### src/rtl/sdram_arbit.sv
// sdram_arbit: SDRAM command-bus arbiter for init, refresh, write and read.
// Define SDRAM_ARB_STAT_EN to add refresh count / worst refresh wait outputs.
module sdram_arbit #(
    parameter int          ADDR_W  = 13,
    parameter logic [3:0]  CMD_NOP = 4'b0111,
    parameter int          STAT_W  = 16
) (
    input  logic              clk,
    input  logic              rst,
    input  logic              flag_init_end,
    input  logic [3:0]        init_cmd,
    input  logic [ADDR_W-1:0] init_addr,
    input  logic              aref_req,
    output logic              aref_en,
    input  logic              flag_aref_end,
    input  logic [3:0]        aref_cmd,
    input  logic [ADDR_W-1:0] aref_addr,
    input  logic              wr_req,
    output logic              wr_en,
    input  logic              flag_wr_end,
    input  logic [3:0]        wr_cmd,
    input  logic [ADDR_W-1:0] wr_addr,
    input  logic              rd_req,
    output logic              rd_en,
    input  logic              flag_rd_end,
    input  logic [3:0]        rd_cmd,
    input  logic [ADDR_W-1:0] rd_addr,
    output logic              aref_pending,
    output logic              aref_overrun,
`ifdef SDRAM_ARB_STAT_EN
    output logic [STAT_W-1:0] aref_cnt,
    output logic [STAT_W-1:0] aref_wait_max,
`endif
    output logic [3:0]        sdram_cmd,
    output logic [ADDR_W-1:0] sdram_addr
);

    typedef enum logic [2:0] {
        S_INIT, S_IDLE, S_AREF, S_WRITE, S_READ
    } state_t;

    state_t state_q, state_d;
    logic   pend_q, pend_d;
    logic   ovr_q, ovr_d;
    logic   grant_aref;

    always_comb begin
        state_d    = state_q;
        pend_d     = pend_q;
        ovr_d      = ovr_q;
        grant_aref = 1'b0;
        unique case (state_q)
            S_INIT:  if (flag_init_end) state_d = S_IDLE;
            S_IDLE: begin
                if (aref_req || pend_q) begin
                    state_d    = S_AREF;
                    grant_aref = 1'b1;
                end else if (wr_req) begin
                    state_d = S_WRITE;
                end else if (rd_req) begin
                    state_d = S_READ;
                end
            end
            S_AREF:  if (flag_aref_end) state_d = S_IDLE;
            S_WRITE: if (flag_wr_end) state_d = S_IDLE;
            S_READ:  if (flag_rd_end) state_d = S_IDLE;
            default: state_d = S_INIT;
        endcase
        // A request arriving while one is already outstanding is merged away.
        if (aref_req && (pend_q || state_q == S_AREF)) ovr_d = 1'b1;
        if (grant_aref) pend_d = 1'b0;
        else if (aref_req) pend_d = 1'b1;
    end

    always_ff @(posedge clk or posedge rst) begin
        if (rst) begin
            state_q <= S_INIT;
            pend_q  <= 1'b0;
            ovr_q   <= 1'b0;
        end else begin
            state_q <= state_d;
            pend_q  <= pend_d;
            ovr_q   <= ovr_d;
        end
    end

    assign aref_en      = (state_q == S_AREF);
    assign wr_en        = (state_q == S_WRITE);
    assign rd_en        = (state_q == S_READ);
    assign aref_pending = pend_q;
    assign aref_overrun = ovr_q;

    always_comb begin
        sdram_cmd  = CMD_NOP;
        sdram_addr = '0;
        unique case (state_q)
            S_INIT:  begin sdram_cmd = init_cmd; sdram_addr = init_addr; end
            S_AREF:  begin sdram_cmd = aref_cmd; sdram_addr = aref_addr; end
            S_WRITE: begin sdram_cmd = wr_cmd;   sdram_addr = wr_addr;   end
            S_READ:  begin sdram_cmd = rd_cmd;   sdram_addr = rd_addr;   end
            default: ;
        endcase
    end

`ifdef SDRAM_ARB_STAT_EN
    localparam logic [STAT_W-1:0] SAT = '1;

    logic [STAT_W-1:0] cnt_q, cnt_d;
    logic [STAT_W-1:0] wait_q, wait_d;
    logic [STAT_W-1:0] max_q, max_d;
    logic [STAT_W-1:0] wait_cur;

    // wait_cur counts the current cycle too, so it equals the pending span.
    always_comb begin
        wait_cur = '0;
        if (pend_q) wait_cur = (wait_q == SAT) ? SAT : wait_q + 1'b1;
        wait_d = pend_q ? wait_cur : '0;
        cnt_d  = cnt_q;
        max_d  = max_q;
        if (grant_aref) begin
            cnt_d = cnt_q + 1'b1;
            if (wait_cur > max_q) max_d = wait_cur;
        end
    end

    always_ff @(posedge clk or posedge rst) begin
        if (rst) begin
            cnt_q  <= '0;
            wait_q <= '0;
            max_q  <= '0;
        end else begin
            cnt_q  <= cnt_d;
            wait_q <= wait_d;
            max_q  <= max_d;
        end
    end

    assign aref_cnt      = cnt_q;
    assign aref_wait_max = max_q;
`endif

endmodule

### config.mk
export PLATFORM = sky130hd
export DESIGN_NAME = sdram_arbit
export DESIGN_NICKNAME = d
export VERILOG_FILES = /design/src/rtl/sdram_arbit.sv
export SDC_FILE = /design/constraint.sdc
export NUM_CORES = 1
export LEC_CHECK = 0
export ABC_AREA = 0
export CORE_MARGIN = 1.5
export CORE_UTILIZATION = 29
export DETAILED_ROUTE_END_ITERATION = 8
export PLACE_DENSITY = 0.82
export REMOVE_ABC_BUFFERS = 1
export SLEW_MARGIN = 30
export SYNTH_ARGS = -nofsm -noshare
export SYNTH_HDL_FRONTEND = slang
export SYNTH_SLANG_ARGS = --single-unit
### constraint.sdc
create_clock -name clk -period 1.35 [get_ports clk]
set_input_delay 0.135 -clock clk [delete_from_list [all_inputs] [get_ports clk]]
set_output_delay 0.135 -clock clk [all_outputs]
set_load 0.005 [all_outputs]
==> run metrics <==
Post-Syn Area=942 um^2; Max Slew Vio Count=0; combinational power share=86.7%; drt via density=between 4 and 5; vias in the first global route=1,441; PortBufs=98; Die Span Y=60 um; maximum VDD drop=about 640 uV; max_slew headroom=69.8%; later-pin clock latency in the skew report=0.25 ns; Fillers=248; final worst slack=-0.407 ns; fmax=~0.57 GHz; maxcap violations=0; Final Skew=0.00757 ns; placed inst area=2040 um^2; Pwr Total=0.00332 W; Startpoint Class=flop; full die area=3600 um^2; clock-pin slew on the worst setup and hold paths=0.05 ns; CP Capture Type=primary output; HPWL after DPL=2880 um; Synth Flop Type=dfrtp_1; DRC viols=0; Tightest Pin Transition=0.448 ns; sequential element share of the synthesized area=13.3%; Max clock buf depth=2; DRT iter0 DRCs=47; hold-fix buffer count after cts=0; Detailed Routing Iterations Pass 1=4; Area contributors post-synth=mux2i_1, dfrtp_1, o22ai_2, a21o_1, nand3_1; Reg2Reg Launch Point=state_q[1]; Synth area leader=mux2i_1; worst hold slack=0.0914 ns; Flop pwr share=7.8%; P_sw=0.00132 W; P_leak=1.09 nW; Ys Warns=0; WP data arrival=1.62 ns; final design area excluding fillers=around 2300 um^2; TritonCTS clock tree=yes; nets=324; fin util=75.5%; largest net degree at the start of global routing=17; largest family of logic cells by synthesized area=compound AO/OA/AOI/OAI gates; Post-Synth XOR/XNOR Area=0%; top-area cell type share of the netlist area=22.3%; Hold Fails Final Rpt=0; Power Density=1430 nW/um^2; R2R Setup Slk=-0.11 ns; hold crit path type=in2async; synth cell count leaders=mux2i_1, a21o_1, nand3_1; wire per inst=14.6 um; Post-Syn Area per Cell=8.64 um^2; GPL Wtd Cong=between 0.7 and 0.8; Post-Synth Simple-Gate Area=between 15 and 20%; failing checks=negative setup slack; post-synthesis cell type count=26; Clock Tree Root=clkbuf_4; Synth Area in Compound Gates=36.1%; Yosys reg bits=5; initial core utilization=between 30 and 40%; Num CTS Buffers=3; Internal Power=roughly 0.002 W; Final period util=130%; Critical R2R Capture=state_q[0]; initial antenna violation count=0; setup TNS=-6.43 ns; DR vias=between 1,000 and 1,500; worst-case reg-to-reg path depth=8; post-route ant nets=0; Post-synth EDFFs=0; share of cells above drive strength 1=a little under two fifths; Final Setup Violations=21; WL final=4220 um; Post-Synthesis Cells=between 100 and 150; run status=complete, but fails checks; total core area=3080 um^2; area delta synth->final=147%; net switching fraction of the power=39.6%; critical path class=reg2out; Top Ports=99; CP required=approximately 1.2 ns; Adder-Cell Fraction of Synth Area=0%; H-tree Lvls=1; row cnt=20; Async S/R FF share, synth=100%; fin crit period=1.76 ns; clock sinks=5; cell with the most instances after synthesis=mux2i_1; post-synthesis mux area share=22.3%; Die X=around 60 um; Clock power frac=5.6%; All-Layer GR Usage=~23%; ant diodes=0; gr ovfl total=0; first-pass GRT wire length=about 6300 um; CP max FO=3; unrepaired setup endpoints after global routing=true
==> power by group through the flow <==
stage / sequential [W] / clock (W) / combinational (W)
6_report: 0.000259 / 0.000185 / 0.00288
5_1_grt: 0.000260 / 0.000198 / 0.00309
4_1_cts: 0.000261 / 0.000188 / 0.00269
3_5_place_dp: 0.000249 / 0 / 0.00259
3_3_place_gp: 0.000244 / 0 / 0.00257
2_1_floorplan: 0.000472 / 0 / 0.000986
==> per-layer routing <==
layer / track usage (%) / wire length (um)
met1: 24.7 / 1610
met2: 43.6 / 2280
met3: 3.90 / 271
met4: 6.98 / 60
met5: 0 / 0
==> flip-flops by register name, indices dropped and copies added, names as in the netlist <==
name,count
aref_overrun,1
aref_pending,1
state_q,3
==> kinds of logic after synthesis <==
group	count (synthesis)
buffers and inverters	17
flip-flops	5
AND/OR/NAND/NOR	26
AO/OA/AOI/OAI	40
multiplexers	21
==> area by class of cell <==
class                   instances  area [um^2]  area share [%]
clock buffers                   4         26.3            1.13
inverters                       4         17.5           0.754
multi-input cells              87          747            32.1
flip-flops and latches          5          128            5.49
well taps                      44         55.1            2.37
repair buffers                146         1350            58.1
==> stage by stage <==
| step | worst slack [ns] | std cells |
|---|---|---|
| floorplan | -0.482 | 96 |
| global placement | -0.340 | 257 |
| detailed placement | -0.354 | 257 |
| CTS | -0.390 | 286 |
| global route | -0.479 | 290 |
| finish | -0.407 | 290 |
==> how the worst max path moves through the flow <==
stage	startpoint	endpoint	slack, ns	cells past startpoint
after floorplan	state_q[2]	sdram_addr[0]	-0.48	3
after global placement	state_q[1]	sdram_addr[3]	-0.34	5
after detailed placement	state_q[1]	sdram_addr[11]	-0.35	5
after CTS	state_q[1]	sdram_addr[11]	-0.39	7
after global routing	state_q[1]	sdram_addr[7]	-0.48	7
final	state_q[1]	sdram_cmd[3]	-0.41	7
==> placed cells by master (no fill, tap or decap), drive strengths merged <==
master,n
clkbuf,4
dfrtp,5
a32oi,1
or2,1
nor2,4
inv,4
nand2,1
nor3,1
a21oi,2
nand3,14
a22oi,4
clkdlybuf4s50,78
dlygate4sd2,1
a21o,14
nor3b,2
o21ai,2
o311ai,1
o21a,1
buf,67
o22ai,14
o32a,1
mux2i,21
nand2b,2
nor4b,1
==> what timing repair did <==
action / 4_1_cts / 5_1_grt
buffers inserted: 26 / 5
setup endpoints to repair: 20 / 24
gates resized for setup: 105 / 9
pin swaps: 15 / 5
==> critical path, stage by stage (launching register included) <==
cell and delay (ns):
dfrtp_1 0.42, buf_6 0.15, nor3b_4 0.26, buf_6 0.15
buf_6 0.10, buf_6 0.09, a21o_1 0.10, buf_2 0.10
No activity file was read; power rests on OpenSTA's default activity.
